$ cat config.mk
export PLATFORM = sky130hd
export DESIGN_NAME = classificador_botao
export DESIGN_NICKNAME = d
export VERILOG_FILES = /design/src/rtl/classificador_botao_pkg.sv /design/src/rtl/classificador_botao_sincronizador.sv /design/src/rtl/classificador_botao.sv
export SDC_FILE = /design/constraint.sdc
export NUM_CORES = 1
export LEC_CHECK = 0
export CORE_MARGIN = 5
export CORE_UTILIZATION = 40
export CTS_BUF_LIST = sky130_fd_sc_hd__clkbuf_4
export CTS_CLUSTER_SIZE = 30
export DETAILED_ROUTE_END_ITERATION = 8
export PLACE_DENSITY = 0.61
export SLEW_MARGIN = 30
export SYNTH_ARGS = -nofsm -noshare
export SYNTH_HDL_FRONTEND = slang
export SYNTH_HIERARCHICAL = 1
export SYNTH_SLANG_ARGS = --single-unit
export TNS_END_PERCENT = 1
$ cat constraint.sdc
create_clock -name clk -period 2.1 [get_ports clk]
set_input_delay 0.42 -clock clk [delete_from_list [all_inputs] [get_ports clk]]
set_output_delay 0.42 -clock clk [all_outputs]
set_load 0.02 [all_outputs]
$ cat src/rtl/classificador_botao_pkg.sv
// Shared types and default timing for the lamp-control slice:
// button-classifier FSM states and the default debounce/long-press lengths.
package pkg_luz;

    typedef enum logic [2:0] {
        IDLE,
        DEB_PRESS,
        PRESSED,
        DEB_RELEASE,
        WAIT_RELEASE
    } estado_t;

    localparam int DEBOUNCE_CYCLES_DEF = 4;
    localparam int LONG_CYCLES_DEF     = 20;

endpackage

$ cat src/rtl/classificador_botao_sincronizador.sv
// Two-flop synchronizer for asynchronous inputs; both stages clear on reset.
module sincronizador
    import pkg_luz::*;
#(
    parameter int WIDTH = 1
) (
    input  logic             clk,
    input  logic             rst,
    input  logic [WIDTH-1:0] din,
    output logic [WIDTH-1:0] dout
);

    logic [WIDTH-1:0] meta;

    always_ff @(posedge clk) begin
        if (rst) begin
            meta <= '0;
            dout <= '0;
        end else begin
            meta <= din;
            dout <= meta;
        end
    end

endmodule

$ cat src/rtl/classificador_botao.sv
// Classifies a raw push-button into long-press (a) and short-press (b) pulses
// and synchronizes the presence sensor into the level d.
module classificador_botao
    import pkg_luz::*;
#(
    parameter int DEBOUNCE_CYCLES = DEBOUNCE_CYCLES_DEF,
    parameter int LONG_CYCLES     = LONG_CYCLES_DEF,
    parameter int CNT_W           = $clog2(LONG_CYCLES + 1)
) (
    input  logic clk,
    input  logic rst,
    input  logic botao,
    input  logic presenca,
    output logic a,
    output logic b,
    output logic d
);

    localparam logic [CNT_W-1:0] DEB_MAX  = CNT_W'(DEBOUNCE_CYCLES - 1);
    localparam logic [CNT_W-1:0] HOLD_MAX = CNT_W'(LONG_CYCLES - 1);

    logic             botao_s;
    estado_t          state, state_n;
    logic [CNT_W-1:0] deb_cnt, deb_n;
    logic [CNT_W-1:0] hold_cnt, hold_n;
    logic             a_n, b_n;

    sincronizador #(.WIDTH(1)) u_sync_botao (
        .clk  (clk),
        .rst  (rst),
        .din  (botao),
        .dout (botao_s)
    );

    sincronizador #(.WIDTH(1)) u_sync_presenca (
        .clk  (clk),
        .rst  (rst),
        .din  (presenca),
        .dout (d)
    );

    always_ff @(posedge clk) begin
        if (rst) begin
            state    <= IDLE;
            deb_cnt  <= '0;
            hold_cnt <= '0;
            a        <= 1'b0;
            b        <= 1'b0;
        end else begin
            state    <= state_n;
            deb_cnt  <= deb_n;
            hold_cnt <= hold_n;
            a        <= a_n;
            b        <= b_n;
        end
    end

    always_comb begin
        state_n = state;
        deb_n   = deb_cnt;
        hold_n  = hold_cnt;
        a_n     = 1'b0;
        b_n     = 1'b0;

        case (state)
            IDLE: begin
                if (botao_s) state_n = DEB_PRESS;
            end
            DEB_PRESS: begin
                if (!botao_s)                state_n = IDLE;
                else if (deb_cnt == DEB_MAX) state_n = PRESSED;
                else                         deb_n   = deb_cnt + 1'b1;
            end
            PRESSED: begin
                if (botao_s && hold_cnt == HOLD_MAX) begin
                    a_n     = 1'b1;
                    state_n = WAIT_RELEASE;
                end else if (!botao_s) begin
                    state_n = DEB_RELEASE;
                end
                if (hold_cnt != HOLD_MAX) hold_n = hold_cnt + 1'b1;
            end
            DEB_RELEASE: begin
                // A release that bounces back just resumes the same hold.
                if (botao_s) begin
                    state_n = PRESSED;
                end else if (deb_cnt == DEB_MAX) begin
                    b_n     = 1'b1;
                    state_n = IDLE;
                end else begin
                    deb_n = deb_cnt + 1'b1;
                end
                if (hold_cnt != HOLD_MAX) hold_n = hold_cnt + 1'b1;
            end
            WAIT_RELEASE: begin
                if (botao_s)                 deb_n   = '0;
                else if (deb_cnt == DEB_MAX) state_n = IDLE;
                else                         deb_n   = deb_cnt + 1'b1;
            end
            default: state_n = IDLE;
        endcase

        if (state_n != state) deb_n = '0;
        if (state == DEB_PRESS && state_n == PRESSED) hold_n = '0;
    end

endmodule

# Yosys cells after proc, flatten, opt, wreduce, memory -nomap -nowiden
# Index checks and enable logic that the tools add are counted.
dict set report totals {
  ff_bits 19
  input_bits 4
}
dict set report op_classes {
  add_sub_neg 2
  n_eq_ne 11
  mux 16
  bitwise_logic 2
  reduce_logical 11
}
# op n
set op_table {}
lappend op_table {{$mux 3} 8}
lappend op_table {{$mux 5} 4}
lappend op_table {{$pmux 3 s5} 1}
lappend op_table {{$pmux 5 s3} 1}
lappend op_table {{$add 5x1->5 const B} 2}
lappend op_table {{$eq 3x2->1 const B} 3}
lappend op_table {{$reduce_or 2->1} 4}
lappend op_table {{$eq 5x2->1 const B} 1}
lappend op_table {{$eq 5x5->1 const B} 1}
lappend op_table {{$ne 5x5->1 const B} 1}
lappend op_table {{$eq 3x1->1 const B} 1}
lappend op_table {{$eq 3x3->1 const B} 1}
lappend op_table {{$logic_not 3->1} 1}
lappend op_table {{$ne 3x3->1} 1}
lappend op_table {{$reduce_and 3->1} 1}
lappend op_table {{$reduce_bool 3->1} 1}
lappend op_table {{$reduce_or 3->1} 1}
lappend op_table {{$logic_and 1x1->1} 2}
lappend op_table {{$mux 1} 2}
lappend op_table {{$ne 2x1->1 const B} 1}
lappend op_table {{$ne 2x2->1 const B} 1}
lappend op_table {{$not 1->1} 2}
lappend op_table {{$reduce_and 2->1} 1}

# Longest topological paths before layout
dict set report logic_depth {
  ltp_word 7
  mapped_depth 6
  ltp_nobuf 6
}

# Modules after synthesis
# The synthesis kept the hierarchy.
# mod n_inst cells_per_inst area_per_inst_um2 seq_area_each_um2
set modules_own_cells {}
lappend modules_own_cells {classificador_botao 1 92 800.8 300.3}
lappend modules_own_cells {sincronizador 2 4 52.6 40.0}

# Worst setup path before layout
# No wires, ideal clock.
dict set report synth_path {
  kind {register to register}
  startpoint {register deb_cnt[0]}
  endpoint {register deb_cnt[0]}
  t_arrival_ps 1388
  slack_ps 578
  path_stages_with_launch 7
  path_buffers 0
  path_cell_list {dfxtp_1 > ha_1 > nor4b_4 > nor3_1 > o21bai_1 > o2111ai_1 > nor3_1}
}
dict set report synth_via {
  elab_chain_cells 6
  elab_cells_between_ends 15
}
# item line
set synth_lines {}
lappend synth_lines {{start, declared} classificador_botao.sv:24} ;# logic [CNT_W-1:0] deb_cnt, deb_n;
lappend synth_lines {{start signal, assigned} classificador_botao.sv:51} ;# deb_cnt <= deb_n;
lappend synth_lines {{$eq 5x2->1} {classificador_botao.sv:71, classificador_botao.sv:87, classificador_botao.sv:97}}
lappend synth_lines {{$mux 3, on equally long branches} {classificador_botao.sv:87, classificador_botao.sv:97, classificador_botao.sv:71}}
lappend synth_lines {{$mux 3, on equally long branches} {classificador_botao.sv:96, classificador_botao.sv:70, classificador_botao.sv:85}}
lappend synth_lines {{$pmux 3 s5} classificador_botao.sv:65} ;# case (state)
lappend synth_lines {{$ne 3x3->1} classificador_botao.sv:103} ;# if (state_n != state) deb_n = '0;
lappend synth_lines {{$reduce_or 2->1 (no source line)} -}
# Parallel ways exist; a longest one is shown, timed or not. The select of a mux whose other input is x is not followed.
# A chain may end at the register's enable or synchronous reset.

# Final worst setup path
# Same ends and word-level chain as after synthesis.

==> results_tabular.tex <==
\begin{tabular}{lr}
\hline
Metric & Value \\
\hline
\multicolumn{2}{l}{\textbf{Run status}} \\
Result of the run & finished clean \\
\multicolumn{2}{l}{\textbf{Route}} \\
Vias & 703 \\
Detailed Routing Iterations Pass 1 & 4 \\
Number of antenna-violating nets in the routed design & 0 \\
Detailed-route wire length & 1660 um \\
Via density & 5.21 \\
Iteration-0 DRC count of the detailed router & 15 \\
Wire length per cell & 12.3 um \\
DRC errors left & 0 \\
\multicolumn{2}{l}{\textbf{Clock network}} \\
CTS tree & done \\
Library cell used as clock root buffer & clkbuf\_4 \\
Post-cts gate resize count & 0 \\
Hold buffer count at cts & 0 \\
Clock sinks & 19 \\
Clock slew at the register clock pins of the worst setup and hold paths & 0.11 ns \\
Source-to-sink clock delay at the later pin of the worst-skew pair & 0.30 ns \\
Post-CTS Setup Repair Bufs & 0 \\
Buffer levels on the longest clock path & 2 \\
Number of H-tree levels & 1 \\
Cts bufs inserted & 3 \\
\multicolumn{2}{l}{\textbf{Critical path}} \\
Max stage delay cell, worst path & nor4b\_4 \\
Kind of end point of the critical path & flop \\
Largest incremental delay on the critical path & 0.42 ns \\
CP max FO & 6 \\
Startpoint types & flop \\
Critical setup path kind & flop to flop \\
Series of cell instances along the critical path & ha\_1 > nor4b\_4 > nor3\_1 > o21bai\_1 > o2111ai\_1 > nor3\_1 \\
Required time of the critical path & 2.28 ns \\
Cell seen most often among critical-path stages & nor3\_1 \\
Crit path arrival time & 2.01 ns \\
\multicolumn{2}{l}{\textbf{Synth}} \\
Cell area after technology mapping & 906 um2 \\
Ys Warns & 6 \\
Synth area leader & dfxtp\_1 \\
Top flip-flop cell by instance count after synthesis & dfxtp\_1 \\
Nets in the synthesized netlist & 106 \\
Unique cell type count in the Yosys netlist & 35 \\
Post-synth top area share & 42.0\% \\
Sequential share of the synthesized area & 42.0\% \\
Number of enable flip-flop cells after synthesis & 0 \\
Gate Count Post-Synth & 100 \\
Top cells by area, synth & dfxtp\_1 (42\%), nor2\_1 (6.2\%), nor3\_1 (3.9\%) \\
Synthesis-stage register bit count & 19 \\
Synth Area per Inst & 9.06 um2 \\
Ys async rst share & 0\% \\
\multicolumn{2}{l}{\textbf{Power}} \\
Power consumption & 0.581 mW \\
Total power density per cell area & 576 mW/mm2 \\
Leakage power of the design & 0.337 nW \\
Maximum resistive drop on vdd & 0.375 mV \\
\multicolumn{2}{l}{\textbf{STA}} \\
Number of failing hold endpoints at the final stage & 0 \\
Worst max-slew margin expressed relative to the limit & 70.4\% \\
Final worst-path cycle share & 87.1\% \\
Max Clock Skew & 0.000922 ns \\
Peak Freq & 547 MHz \\
Total count of max-transition violations in the final report & 0 \\
Count of final setup violators & 0 \\
Accumulated negative setup slack & 0 ns \\
Slew at the pin with the worst max-slew slack & 0.443 ns \\
Minimum clock period after layout & 1.83 ns \\
Unrepaired setup endpoints after global routing & no \\
\multicolumn{2}{l}{\textbf{Placed design}} \\
Number of I/O port buffers & 6 \\
Routability congestion estimate & 0.771 \\
Half-perimeter wire length of the detailed placement result & 1220 um \\
\multicolumn{2}{l}{\textbf{Floorplan}} \\
Vertical extent of the die & 57.6 um \\
Die W & 57.6 um \\
FP Rows & 17 \\
Placeable core region & 0.00219 mm2 \\
Number of primary I/O pins & 7 \\
DIE AREA & 0.00332 mm2 \\
Starting density of the core & 41.3\% \\
\multicolumn{2}{l}{\textbf{Global routing}} \\
Global-route wire length before repair & 2760 um \\
Overall global routing resource usage & 10.7\% \\
Number of global-route vias before repair & 661 \\
Leftover overflow at the end of global routing & 0 \\
Number of antenna violations at the first check in global routing & 0 \\
Maximum number of pins on one net before global-route repair & 13 \\
\multicolumn{2}{l}{\textbf{Cells and area}} \\
Antenna diode count & 0 \\
Share of post-route cells with drive strength above 1 & 8.41\% \\
Number of nets in the final layout & 114 \\
\# fillers & 219 \\
Area growth from synthesis to layout & 11.3\% \\
\multicolumn{2}{l}{\textbf{Run}} \\
Number of violations of the max-capacitance limit & 0 \\
\multicolumn{2}{l}{\textbf{Hold path}} \\
Hold Crit Class & flop to flop \\
\hline
\end{tabular}
[area by class of cell]
| type | count | area [um2] | area share, % |
|---|---|---|---|
| repair buffers | 7 | 67.6 | 6.70 |
| multi-input cells | 77 | 498 | 49.4 |
| well taps | 28 | 35.0 | 3.47 |
| clock inverters | 1 | 5.00 | 0.496 |
| clock buffers | 3 | 22.5 | 2.23 |
| flip-flops and latches | 19 | 380 | 37.7 |
[kinds of logic after synthesis]
group / Yosys count / synth area share [%]
DFF: 19 / 42.0
muxes: 3 / 3.32
buffers and inverters: 4 / 3.04
adders and majority gates: 2 / 2.76
AOI/OAI and AO/OA: 15 / 11.1
and+or+nand+nor: 50 / 30.2
xor gates and xnor gates: 7 / 7.60
[synthesized netlist by cell type, types with 2 or more instances]
cell	number
ha_1	2
xor2_1	3
nand3_1	2
or2b_1	2
o21ai_0	3
a21oi_1	4
dfxtp_1	19
nand2b_1	2
nand2_1	8
xnor2_1	3
nand4_1	2
nor3_1	7
nor2b_1	5
mux2i_1	3
nor2_1	15
[stage by stage]
stage	util [%]	setup WS, ns	area, um2	hold WS, ns	instances
after floorplan	-	0.578	906	0.414	100
after global placement	44.8	0.278	981	0.426	131
after detailed placement	44.8	0.278	981	0.436	131
after CTS	46.0	0.251	1010	0.465	135
after global routing	46.0	0.0914	1010	0.475	135
final	46.0	0.272	1010	0.459	135
[registers in the layout (all words and copies together) (netlist names)]
| name | flops |
|---|---|
| u_sync_botao/dout | 1 |
| b | 1 |
| u_sync_presenca/meta | 1 |
| a | 1 |
| state | 3 |
| u_sync_botao/meta | 1 |
| deb_cnt | 5 |
| u_sync_presenca/dout | 1 |
| hold_cnt | 5 |
[cells in the final DEF (no fill, tap or decap), types with 2 or more instances in the layout]
cell type	n
xnor2_1	3
ha_1	2
nor2b_1	5
nor2_1	15
nand2_1	8
o21ai_0	3
nand3_1	2
clkbuf_4	3
dfxtp_1	19
clkdlybuf4s50_1	6
a21oi_1	4
mux2i_1	3
nor3_1	7
xor2_1	3
or2b_1	2
nand4_1	2
nand2b_1	2
[power by group]
group | internal (mW) | switching [mW] | total [mW]
clock network | 0.0709 | 0.114 | 0.185
registers | 0.364 | 0.00411 | 0.368
logic | 0.0142 | 0.0126 | 0.0268
[path summary, 6_finish.rpt]
path,slack [ns],cells after the start,startpoint,to
worst max-delay path,0.27,6,deb_cnt[0],deb_cnt[0]
worst min-delay path,0.46,1,u_sync_presenca/meta,u_sync_presenca/dout
worst max register to register,0.27,6,deb_cnt[0],deb_cnt[0]
worst min register to register,0.46,1,u_sync_presenca/meta,u_sync_presenca/dout
[critical path: cells and delay by family, from the launching register on]
family                     cells  cell delay (ns)
DFF                            1             0.41
adders and majority gates      1             0.24
and+or+nand+nor                3             0.64
AOI/OAI and AO/OA              2             0.42
[layer usage]
layer	up-vias	global-route usage, %	part of all wire, %
li1	370	-	-
met1	317	12.8	47
met2	14	16.8	47
met5	-	0	0
met3	2	4.07	3.9
met4	0	4.64	1.2
Power figures use the tool's default switching activity.
